`src/rtl/psum_pack_pkg.sv`:
```
// psum_pack_pkg
// Shared definitions for the partial-sum stream packer:
//   - layer operation encodings (OP_CONV allows an all-zero terminal word)
//   - packer FSM state enum
//   - elaboration-time helpers for slot count and pointer widths
package psum_pack_pkg;

    localparam logic [1:0] OP_CONV    = 2'd0;
    localparam logic [1:0] OP_FC      = 2'd1;
    localparam logic [1:0] OP_POOL    = 2'd2;
    localparam logic [1:0] OP_ELTWISE = 2'd3;

    typedef enum logic {
        FILL       = 1'b0,
        FLUSH_WAIT = 1'b1
    } pack_state_e;

    // Number of element slots in one output word.
    function automatic int elems_of(input int tdata_w, input int elem_w);
        return tdata_w / elem_w;
    endfunction

    // ceil(log2(v)) but never below 1, so pointers always have at least one bit.
    function automatic int clog2_min1(input int v);
        int r;
        r = 1;
        while ((1 << r) < v) r++;
        return r;
    endfunction

endpackage

```
`src/rtl/psum_pack_fifo.sv`:
```
// psum_pack_fifo
// Small synchronous output FIFO with first-word fall-through: a word written
// on a clock edge is visible on pop_data immediately after that edge.
// Ports:
//   clk, rst_n          clock, asynchronous active-low reset
//   push, push_data     write request and word (ignored when full, unless popping)
//   pop                 read request (ignored when empty)
//   pop_data            head word, forced to zero while empty
//   full, empty, count  occupancy status
module psum_pack_fifo
    import psum_pack_pkg::*;
#(
    parameter int W     = 33,
    parameter int DEPTH = 4
) (
    input  logic                             clk,
    input  logic                             rst_n,
    input  logic                             push,
    input  logic [W-1:0]                     push_data,
    input  logic                             pop,
    output logic [W-1:0]                     pop_data,
    output logic                             full,
    output logic                             empty,
    output logic [clog2_min1(DEPTH):0]       count
);

    localparam int AW = clog2_min1(DEPTH);

    logic [W-1:0]  mem [DEPTH];
    logic [AW-1:0] wr_q, wr_d;
    logic [AW-1:0] rd_q, rd_d;
    logic [AW:0]   count_q, count_d;
    logic          do_push;
    logic          do_pop;

    assign full    = (count_q == (AW+1)'(DEPTH));
    assign empty   = (count_q == '0);
    assign count   = count_q;
    // A push into a full FIFO is fine when the head leaves in the same cycle.
    assign do_push = push && (!full || pop);
    assign do_pop  = pop && !empty;
    assign pop_data = empty ? '0 : mem[rd_q];

    always_comb begin
        wr_d    = wr_q;
        rd_d    = rd_q;
        count_d = count_q;
        if (do_push) wr_d = wr_q + AW'(1);
        if (do_pop)  rd_d = rd_q + AW'(1);
        case ({do_push, do_pop})
            2'b10:   count_d = count_q + (AW+1)'(1);
            2'b01:   count_d = count_q - (AW+1)'(1);
            default: count_d = count_q;
        endcase
    end

    always_ff @(posedge clk) begin
        if (do_push) mem[wr_q] <= push_data;
    end

    always_ff @(posedge clk or negedge rst_n) begin
        if (!rst_n) begin
            wr_q    <= '0;
            rd_q    <= '0;
            count_q <= '0;
        end else begin
            wr_q    <= wr_d;
            rd_q    <= rd_d;
            count_q <= count_d;
        end
    end

endmodule

```
`src/rtl/psum_stream_packer.sv`:
```
// psum_stream_packer
// Packs narrow per-element partial-sum results into TDATA_W-bit AXI4-Stream
// words. A word closes when its slots are full, at the end of an output row,
// or on layer_finish (which also marks the word with tlast).
// Ports:
//   clk, rst_n                  clock, asynchronous active-low reset
//   operation                   layer mode; OP_CONV emits a zero terminal word
//   output_channel_size         elements per output row (0 = no row boundary)
//   layer_finish                single-cycle layer-end pulse
//   in_valid/in_ready/in_data   element input handshake
//   m_axis_*                    packed output stream
//   busy                        assembly, flush or FIFO holds data
// Build option: define PSUM_PACK_MSB_FIRST_EN to fill slots from the top down
// (partial words left-aligned); otherwise slots fill LSB-first.
module psum_stream_packer
    import psum_pack_pkg::*;
#(
    parameter int TDATA_W    = 32,
    parameter int ELEM_W     = 1,
    parameter int CH_W       = 9,
    parameter int FIFO_DEPTH = 4
) (
    input  logic               clk,
    input  logic               rst_n,
    input  logic [1:0]         operation,
    input  logic [CH_W-1:0]    output_channel_size,
    input  logic               layer_finish,
    input  logic               in_valid,
    output logic               in_ready,
    input  logic [ELEM_W-1:0]  in_data,
    output logic               m_axis_tvalid,
    input  logic               m_axis_tready,
    output logic [TDATA_W-1:0] m_axis_tdata,
    output logic               m_axis_tlast,
    output logic               busy
);

    localparam int ELEMS = elems_of(TDATA_W, ELEM_W);
    localparam int PTR_W = clog2_min1(ELEMS);
    localparam int FAW   = clog2_min1(FIFO_DEPTH);

    pack_state_e        state_q, state_d;
    logic [PTR_W-1:0]   ptr_q, ptr_d;
    logic [CH_W-1:0]    cnt_q, cnt_d;
    logic [TDATA_W-1:0] word_q, word_d;
    logic               last_q, last_d;

    logic               fifo_push;
    logic [TDATA_W:0]   fifo_push_data;
    logic               fifo_pop;
    logic [TDATA_W:0]   fifo_head;
    logic               fifo_full;
    logic               fifo_empty;
    logic [FAW:0]       fifo_count;

    logic               accept;
    logic               push_ok;
    logic               slot_last;
    logic               row_end;
    logic               close;
    logic [CH_W:0]      cnt_inc;
    logic [PTR_W-1:0]   slot_idx;
    logic [TDATA_W-1:0] word_cur;

    // Conservative: stall the input whenever the FIFO is full, so in_ready
    // never depends on in_valid or on whether this element would close a word.
    assign in_ready = (state_q == FILL) && !fifo_full;
    assign accept   = in_valid && in_ready;
    assign fifo_pop = m_axis_tvalid && m_axis_tready;
    assign push_ok  = !fifo_full || fifo_pop;

    assign cnt_inc   = {1'b0, cnt_q} + {{CH_W{1'b0}}, 1'b1};
    assign slot_last = (ptr_q == PTR_W'(ELEMS - 1));
    assign row_end   = (output_channel_size != '0) &&
                       (cnt_inc == {1'b0, output_channel_size});

`ifdef PSUM_PACK_MSB_FIRST_EN
    assign slot_idx = PTR_W'(ELEMS - 1) - ptr_q;
`else
    assign slot_idx = ptr_q;
`endif

    // Word under assembly including this cycle's element. ptr==0 means the
    // assembly is logically empty, so old contents are dropped there.
    always_comb begin
        word_cur = (ptr_q == '0) ? '0 : word_q;
        if (accept) word_cur[slot_idx*ELEM_W +: ELEM_W] = in_data;
    end

    // An empty assembly only produces a terminal word in conv mode.
    assign close = (state_q == FILL) &&
                   ((accept && (slot_last || row_end)) ||
                    (layer_finish && (accept || (ptr_q != '0) || (operation == OP_CONV))));

    always_comb begin
        state_d        = state_q;
        ptr_d          = ptr_q;
        cnt_d          = cnt_q;
        word_d         = word_q;
        last_d         = last_q;
        fifo_push      = 1'b0;
        fifo_push_data = {last_q, word_q};
        case (state_q)
            FILL: begin
                if (accept) begin
                    ptr_d  = ptr_q + PTR_W'(1);
                    word_d = word_cur;
                    cnt_d  = row_end ? '0 : cnt_inc[CH_W-1:0];
                end
                if (layer_finish) cnt_d = '0;
                if (close) begin
                    ptr_d  = '0;
                    word_d = word_cur;
                    last_d = layer_finish;
                    if (push_ok) begin
                        fifo_push      = 1'b1;
                        fifo_push_data = {layer_finish, word_cur};
                    end else begin
                        state_d = FLUSH_WAIT;
                    end
                end
            end
            FLUSH_WAIT: begin
                if (push_ok) begin
                    fifo_push = 1'b1;
                    state_d   = FILL;
                end
            end
            default: state_d = FILL;
        endcase
    end

    always_ff @(posedge clk or negedge rst_n) begin
        if (!rst_n) begin
            state_q <= FILL;
            ptr_q   <= '0;
            cnt_q   <= '0;
            word_q  <= '0;
            last_q  <= 1'b0;
        end else begin
            state_q <= state_d;
            ptr_q   <= ptr_d;
            cnt_q   <= cnt_d;
            word_q  <= word_d;
            last_q  <= last_d;
        end
    end

    psum_pack_fifo #(
        .W     (TDATA_W + 1),
        .DEPTH (FIFO_DEPTH)
    ) u_fifo (
        .clk       (clk),
        .rst_n     (rst_n),
        .push      (fifo_push),
        .push_data (fifo_push_data),
        .pop       (fifo_pop),
        .pop_data  (fifo_head),
        .full      (fifo_full),
        .empty     (fifo_empty),
        .count     (fifo_count)
    );

    assign m_axis_tvalid = !fifo_empty;
    assign m_axis_tlast  = fifo_head[TDATA_W];
    assign m_axis_tdata  = fifo_head[TDATA_W-1:0];
    assign busy          = (ptr_q != '0) || (state_q == FLUSH_WAIT) || !fifo_empty;

endmodule

```
`config.mk`:
```
export PLATFORM = sky130hd
export DESIGN_NAME = psum_stream_packer
export DESIGN_NICKNAME = d
export VERILOG_FILES = /design/src/rtl/psum_pack_pkg.sv /design/src/rtl/psum_pack_fifo.sv /design/src/rtl/psum_stream_packer.sv
export SDC_FILE = /design/constraint.sdc
export NUM_CORES = 1
export LEC_CHECK = 0
export ABC_AREA = 0
export BUFFER_PORTS_ARGS = -buffer_cell sky130_fd_sc_hd__buf_2
export CORE_MARGIN = 5
export CORE_UTILIZATION = 49
export DETAILED_ROUTE_END_ITERATION = 8
export GPL_ROUTABILITY_DRIVEN = 0
export GPL_TIMING_DRIVEN = 0
export PLACE_DENSITY = 0.62
export SKIP_LAST_GASP = 1
export SLEW_MARGIN = 20
export SYNTH_ARGS = -nofsm -noshare
export SYNTH_HDL_FRONTEND = slang
export SYNTH_SLANG_ARGS = --single-unit
```
`constraint.sdc`:
```
create_clock -name clk -period 5.5 [get_ports clk]
set_clock_uncertainty 0.2 [all_clocks]
set_input_delay 0.55 -clock clk [delete_from_list [all_inputs] [get_ports clk]]
set_output_delay 0.55 -clock clk [all_outputs]
set_load 0.01 [all_outputs]
```
==> reports/results.ini, run 1 <==
[setup_path]
cp_max_fo = 10
rr_worst_depth = 10
endpoint_kind = flop
worstPathArrival_ns = 4.46
crit_type = flop to flop
start_kind = flop
required_ns = 5.45
worstPathCellList = clkbuf_1 > inv_1 > ha_1 > nand2b_1 > nor2_1 > ha_1 > clkbuf_1 > nor4b_2 > nand2_1 > o21ai_0
crit_path_max_incr_delay_ns = 1.04
critPathSlowestCell = nor4b_2

[cts]
post_cts_buffers = 0
cts_tree = yes
cts-resized-gates = 0
cts-root-buf = clkbuf_16
clockBufferDepth = 2
cts_sinks = 187
htreeDepth = 4
ctsHoldBuffers = 0
clkLatencyLatePin_ns = 0.42
clkTransAtPathRegs_ns = 0.07
numCtsBuffers = 17

[timing]
hold_viol_final = 10
timing.final.ws_setup_ns = 0.995
tightest_slew_ns = 1.13
fin_crit_sh_pct = 81.9
drv_slew = 0
rsz0062_at_grt = no
min_period_ns = 4.51
fmax_ghz = 0.222
maxSlewHeadroom_pct = 24.8
hold_ws_ns = -0.0170
setup_viol = 0

[place]
port_buffers = 52
pre_cts_slack_ns = 0.957
dp_hpwl_um = 14100
placed_area_sq_um = 9480

[finish]
multi_input_area_sq_um = 3260
num-nets-final = 782
final_cell_mix = 132 x edfxtp_1, 102 x o21ai_0, 57 x buf_2, 55 x dfrtp_1
antenna_cells = 0
syn_to_final_growth_pct = 15.3
final_core_util_pct = 57.0
nFillCells = 1468
layout_commonest_cell = edfxtp_1
fin_area_sq_um = 10100
drive_above_1_share_pct = 19.4
seq_area_sq_um = 5340

[yosys]
ys_ff_latch = 187
synth_edf_count = 132
yosysUniqueCellTypes = 55
syn-cell-area_sq_um = 8790
synth_area_per_cell_sq_um = 12.9
async_flop_share_pct = 29.4
synth_seq_area_share_pct = 60.8
ys_warn_count = 0
synth_top_family_by_area = compound AO/OA/AOI/OAI gates
synth_ff_type = edfxtp_1
synthAdderAreaFrac_pct = 1.65
synthSimpleGateAreaFrac_pct = 11.0
synth_xor_area_share_pct = 1.59
synth_compound_gate_area_share_pct = 13.7
synth.mux.area_fraction_pct = 8.81
syn-num-nets = 707
synth_cells = 679

[pwr]
power.density_nw_per_um2 = 489
total_power_mw = 4.95
ir_worst_vdd_v = 0.000265
total_leakage_power_nw = 3.65

[global_route]
grt_max_degree = 56
grt_pass1_wl_um = 33200
antenna_found_initial = 0
grt_usage_pct = 20.8
grt_overflow_total = 0
first_global_vias = 6251

[routing]
wl_per_cell_um = 20.4
drc_errors = 0
first_iter_violations = 498
ant_nets = 0
drt-pass1-iter-count = 5
via_per_inst = 6.08
drt-total-wl_um = 20400
num_vias = 6052

[die]
coreArea_sq_um = 17800
chipWidth_um = 144
initial_utilization_pct = 49.4
dieHeight_um = 144
die_area_sq_um = 20700
rows = 49
ios = 53

[run]
max_cap_violations = 0

[outcome]
violations = negative hold slack
outcome = finished with violations

[min_path]
min_path_type = input port to async pin

[power breakdown]
group	internal (mW)	switching, mW	total [mW]
combinational	0.748	1.10	1.85
clock	0.790	0.516	1.31
sequential	1.73	0.0690	1.80
total	3.27	1.68	4.95
[synthesized netlist by cell type, types with 3 or more instances]
cell,number,area (sq um)
o22a_1,3,26.3
nand4_1,4,25.0
nor2_1,29,109
o211ai_1,3,22.5
inv_1,15,56.3
dfrtp_1,55,1380
xor2_1,6,52.6
buf_1,4,15.0
nor3_1,6,30.0
nand3_1,4,20.0
mux4_2,33,743
edfxtp_1,132,3960
and3_1,7,43.8
or3_1,6,37.5
buf_2,6,30.0
a31oi_1,3,18.8
nor4_1,3,18.8
nand3b_1,5,37.5
nor2b_1,8,50.1
or2_2,5,31.3
nand2_1,33,124
o31ai_1,33,248
clkbuf_1,26,97.6
o21ai_0,102,510
ha_1,10,125
xnor2_1,10,87.6
and2_1,37,231
o21a_1,4,30.0
nand2b_1,14,87.6
a21oi_1,37,185
[stage by stage]
stage	cells	setup TNS [ns]
after global placement	960	-48.14
final	996	0
after floorplan	679	0
after global routing	996	0
after CTS	996	0
after detailed placement	964	0
[final timing paths]
kind | from | to | slack [ns]
max in group asynchronous | rst_n | word_q[11] | 4.61
setup / recovery | ptr_q[0] | u_fifo.mem[0][8] | 0.99
setup reg to reg | ptr_q[0] | u_fifo.mem[0][8] | 0.99
hold reg to reg | u_fifo.count[2] | u_fifo.count[2] | 0.31
min in group clk | layer_finish | last_q | 0.30
hold / removal | rst_n | cnt_q[2] | -0.02
[flip-flops by register name, indices dropped and copies added (netlist names)]
name,flops
cnt_q,9
last_q,1
ptr_q,5
state_q,1
u_fifo.count,3
u_fifo.mem,132
u_fifo.rd_q,2
u_fifo.wr_q,2
word_q,32
[cell families after synthesis]
family / after synthesis
simple gates: 174
fa+ha+maj: 11
xor+xnor: 16
flops: 187
buf+inv: 53
mux: 36
compound gates: 202
[worst max-delay path, delay by kind of cell (launching register included)]
family,cells,cell delay [ns]
adders and majority gates,2,0.57
DFF,1,0.35
AOI/OAI and AO/OA,1,0.53
and+or+nand+nor,4,1.72
buffers and inverters,3,0.86
[routing by layer]
layer | wire length (um) | global-route usage [%] | up-vias
li1 | - | - | 2734
met1 | 8790 | 28.1 | 3065
met2 | 10200 | 34.6 | 224
met3 | 1090 | 4.56 | 29
met4 | 313 | 5.30 | 0
met5 | 0 | 0 | -
[layout make-up]
cell class | instances | area share (%)
Buffer | 38 | 1.64
Clock buffer | 19 | 4.47
Clock inverter | 13 | 1.87
Inverter | 15 | 0.556
Multi-Input combinational cell | 439 | 32.2
Sequential cell | 187 | 52.7
Tap cell | 229 | 2.83
Timing Repair Buffer | 56 | 3.68
Power figures use the tool's default switching activity.
==> inputs of run 2 (changes only) <==
- clock period: 5.5 -> 4.2 ns (I/O delays scaled with it)
==> run 2 against run 1 <==
Compared with the run above:
- the flow now finishes without violations
- count of clock-buffer cells in the layout unchanged
- design area increased by 0.47%
- wire length increased by 0.32%
- power increased by 31%
- cell count increased by 0.30%
- largest cell class unchanged
- largest power group unchanged
==> reports/results.ini, run 2 (same netlist as run 1, synthesis figures left out) <==
[finish]
num-nets-final = 785
drive_above_1_share_pct = 20.3
layout_commonest_cell = edfxtp_1
top_register = u_fifo.mem
largest_reg_flops = 132
multi_input_area_sq_um = 3280
seq_area_sq_um = 5340
nFillCells = 1461
final_core_util_pct = 57.2
antenna_cells = 0
syn_to_final_growth_pct = 15.8
reg_top3 = u_fifo.mem: 132 flops, word_q: 32 flops, cnt_q: 9 flops
final_cell_mix = 132 x edfxtp_1, 100 x o21ai_0, 57 x buf_2, 55 x dfrtp_1
stdcell_count = 999

[setup_path]
start_kind = flop
cp_max_fo = 11
crit_type = flop to flop
worstPathArrival_ns = 3.87
required_ns = 4.15
rr_worst_depth = 11
endpoint_kind = flop

[place]
placed_cells = 964
dp_hpwl_um = 14100
pre_cts_slack_ns = -0.343
port_buffers = 52

[cts]
cts_sinks = 187
cts_tree = yes
clkTransAtPathRegs_ns = 0.07
clkLatencyLatePin_ns = 0.42
clockBufferDepth = 2
cts-root-buf = clkbuf_16
htreeDepth = 4
numCtsBuffers = 17

[pwr]
total_power_mw = 6.51
total_leakage_power_nw = 3.68
ir_worst_vdd_v = 0.000345
power.density_nw_per_um2 = 640

[timing]
timing.final.ws_setup_ns = 0.272
rsz0062_at_grt = no
tns_ns = 0
setup_viol = 0
drv_slew = 0
tightest_slew_ns = 0.926
fmax_ghz = 0.255
hold_viol_final = 0
fin_crit_sh_pct = 93.5
maxSlewHeadroom_pct = 38.2
min_period_ns = 3.93

[global_route]
grt_pass1_wl_um = 33300
antenna_found_initial = 0
use_met1_pct = 28.2
grt_overflow_total = 0
gr-usage-met3_pct = 4.66
grt_util_met2_pct = 34.6
first_global_vias = 6253
grt_usage_pct = 20.9
top_usage_layer = met2
grt_max_degree = 56

[routing]
first_iter_violations = 494
via_per_inst = 6.03
wl_per_cell_um = 20.5
drt-total-wl_um = 20400
drt-pass1-iter-count = 5
drc_errors = 0
num_vias = 6028
ant_nets = 0

[die]
initial_utilization_pct = 49.4
chipWidth_um = 144
die_area_sq_um = 20700
rows = 49
coreArea_sq_um = 17800
dieHeight_um = 144
ios = 53

[run]
max_cap_violations = 0

[min_path]
hold_depth = 3
min_path_type = input port to flop

[outcome]
outcome = completed

## run 2: cell count changes in the layout (fill, tap and decap cells not counted)
cell	delta
ha_2	+1
o21ai_2	+1
dlygate4sd3_1	+1
buf_4	+4
o21ai_0	-2
inv_2	+1
nor4b_2	-1
clkbuf_1	-2
o21ai_1	+1
inv_1	-1
nor4b_4	+1
ha_1	-1
## run 2: metal layers
| layer | routed length, um | share of wire [%] |
|---|---|---|
| met5 | 0 | 0 |
| met1 | 8790 | 43 |
| met3 | 1200 | 5.9 |
| met2 | 10100 | 50 |
| met4 | 302 | 1.5 |
## run 2: layout make-up
class	instances	share of cell area (%)
repair buffers	61	4.06
clock buffers	19	4.45
flip-flops and latches	187	52.5
inverters	15	0.553
plain buffers	36	1.56
multi-input cells	439	32.2
well taps	229	2.82
clock inverters	13	1.86
## run 2: stage by stage
stage | area [sq um] | hold WS (ns)
finish | 10200 | 0.176
global route | 10200 | 0.166
CTS | 10200 | 0.154
detailed placement | 9480 | 0.293
global placement | 9330 | 0.284
floorplan | 8790 | -0.0756
## run 2: power by group
part	total (mW)	internal [mW]	switching [mW]	leakage [nW]
Sequential	2.37	2.27	0.102	1.96
Combinational	2.43	0.992	1.44	1.41
Clock	1.71	1.03	0.677	0.315
Total	6.51	4.30	2.22	3.68
## run 2: path summary, 6_finish.rpt
check,slack [ns],start,endpoint
worst max register to register,0.27,ptr_q[0],u_fifo.mem[1][13]
max in group asynchronous,2.89,rst_n,u_fifo.rd_q[0]
min in group asynchronous,0.40,rst_n,cnt_q[2]
worst min register to register,0.31,u_fifo.count[2],u_fifo.count[2]
worst min-delay path,0.18,layer_finish,last_q
worst max-delay path,0.27,ptr_q[0],u_fifo.mem[1][13]
## run 2: worst max-delay path, stage by stage, from the launching register on
cell	delay, ns
dfrtp_1	0.57
inv_2	0.13
ha_2	0.26
nand2b_1	0.20
nor2_1	0.07
ha_1	0.23
clkbuf_1	0.30
nor2_1	0.21
and3_1	0.18
clkbuf_1	0.47
nand2_1	0.30
o21ai_0	0.52
## run 2: what timing repair did
| item | in CTS | in global routing |
|---|---|---|
| setup buffers | 1 | 3 |
| hold endpoints to repair | 55 | 0 |
| hold buffers | 1 | 0 |
| pin swaps | 1 | 1 |
| setup endpoints to repair | 46 | 228 |
| resized for setup | 2 | 5 |
==> inputs of run 3 (changes only) <==
- CORE_MARGIN: 5 -> unset
- CTS_CLUSTER_SIZE: unset -> 24
- clock period: 4.2 -> 4.5 ns (I/O delays scaled with it)
==> run 3 against run 2 <==
Compared with the run above:
- global-route usage up 2.9 points
- critical endpoint is now u_fifo.mem[0][31]
- register-to-register slack gained 0.14 ns
- design area decreased by 0.76%
- via count decreased by 0.51%
- worst setup slack improved by 0.14 ns
- sequential share of layout area grew 0.40 points
- combinational power shrank 7%
- highest routed layer unchanged
- cell count decreased by 0.80%
- first-iteration DRC count is 2.2% higher
==> reports/results.ini, run 3 (same netlist as run 1, synthesis figures left out) <==
[setup_path]
required_ns = 4.45
rr_worst_depth = 9
crit_type = flop to flop
endpoint_kind = flop
cp_max_fo = 11
crit_end = u_fifo.mem[0][31]
r2r_end = u_fifo.mem[0][31]
rrSetupSlack_ns = 0.41
r2r-start = ptr_q[0]
start_kind = flop
worstPathArrival_ns = 4.04
startpoint = ptr_q[0]

[min_path]
min_path_type = input port to flop

[pwr]
total_power_mw = 5.98
total_leakage_power_nw = 3.63
ir_worst_vdd_v = 0.000359
power.density_nw_per_um2 = 593

[place]
dp_hpwl_um = 13600
port_buffers = 52
placed_cells = 960

[routing]
drt-pass1-iter-count = 5
ant_nets = 0
via_per_inst = 6.05
first_iter_violations = 505
num_vias = 5997
drc_errors = 0
drt-total-wl_um = 20300
wl_per_cell_um = 20.4

[cts]
numCtsBuffers = 17
clockBufferDepth = 2
cts_tree = yes
clkLatencyLatePin_ns = 0.43
cts_sinks = 187
clkTransAtPathRegs_ns = 0.07
htreeDepth = 4
cts-root-buf = clkbuf_16

[global_route]
grt_usage_pct = 23.8
grt_overflow_total = 0
grt_max_degree = 56
first_global_vias = 6135
antenna_found_initial = 0
grt_pass1_wl_um = 32600

[finish]
stdcell_count = 991
num-nets-final = 782
antenna_cells = 0
final_cell_mix = 132 x edfxtp_1, 101 x o21ai_0, 57 x buf_2, 55 x dfrtp_1
top_register = u_fifo.mem
reg_top3 = u_fifo.mem: 132 flops, word_q: 32 flops, cnt_q: 9 flops
layout_commonest_cell = edfxtp_1
drive_above_1_share_pct = 19.3
syn_to_final_growth_pct = 14.9
largest_reg_flops = 132

[timing]
setup_viol = 0
hold_ws_ns = 0.176
maxSlewHeadroom_pct = 33.6
fmax_ghz = 0.245
tns_ns = 0
fin_crit_sh_pct = 90.8
rsz0062_at_grt = no
hold_viol_final = 0
drv_slew = 0
tightest_slew_ns = 0.996
min_period_ns = 4.09

[outcome]
outcome = completed

[die]
ios = 53
coreArea_sq_um = 17400
die_area_sq_um = 18500
dieHeight_um = 136
initial_utilization_pct = 50.5
chipWidth_um = 136
rows = 48

[run]
max_cap_violations = 0

-- run 3: cell count changes in the layout (fill, tap and decap cells not counted), sizes merged --
cell      previous run  this run
buf                 71        69
bufinv               4         3
clkbuf              44        41
clkinvlp             1         2
inv                 17        18
-- run 3: through the flow --
stage / util, % / area [sq um] / worst slack (ns)
2_1_floorplan: - / 8790 / 0.167
3_3_place_gp: 53.6 / 9330 / -1.55
3_5_place_dp: 54.4 / 9480 / -0.0267
4_1_cts: 58.0 / 10100 / 0.189
5_1_grt: 58.0 / 10100 / 0.114
6_report: 58.0 / 10100 / 0.414
-- run 3: final cells by class --
type	instances	area, sq um
fillers	1444	7320
clock buffers	17	425
flip-flops and latches	187	5340
repair buffers	58	390
well taps	225	282
inverters	15	56.3
clock inverters	14	170
plain buffers	36	158
multi-input cells	439	3280
-- run 3: power by group --
part	internal [mW]	switching [mW]	total, mW
clock	0.874	0.652	1.53
sequential	2.12	0.0932	2.21
combinational	0.916	1.33	2.25
-- run 3: timing repair --
item,4_1_cts,5_1_grt
hold buffers,1,0
pin swaps,1,0
endpoints found under the setup margin,9,117
setup buffers,1,0
gates cloned,0,0
gates resized for setup,1,2
endpoints found under the hold margin,55,0
-- run 3: routing by layer --
| metal | vias up | track usage, % | part of all wire, % |
|---|---|---|---|
| met1 | 3012 | 32.0 | 43 |
| met3 | 36 | 4.74 | 5.6 |
| met4 | 0 | 10.6 | 2.6 |
| met2 | 213 | 37.5 | 49 |
| li1 | 2736 | - | - |
| met5 | - | 0 | 0 |
-- run 3: worst min path at each step --
stage | depth (start not counted) | start | end
after floorplan | 0 | rst_n | cnt_q[0]
after global placement | 1 | u_fifo.count[2] | u_fifo.count[2]
after detailed placement | 2 | last_q | last_q
after CTS | 3 | layer_finish | last_q
after global routing | 3 | layer_finish | last_q
final | 3 | layer_finish | last_q
-- run 3: critical path, stage by stage, from the launching register on --
cell and delay (ns):
dfrtp_1 0.55, inv_1 0.18, ha_1 0.33, nand2b_1 0.23, nor2_1 0.07, ha_1 0.25, clkbuf_1 0.32, nor4_4 0.79
nand2_1 0.32, o21ai_0 0.56
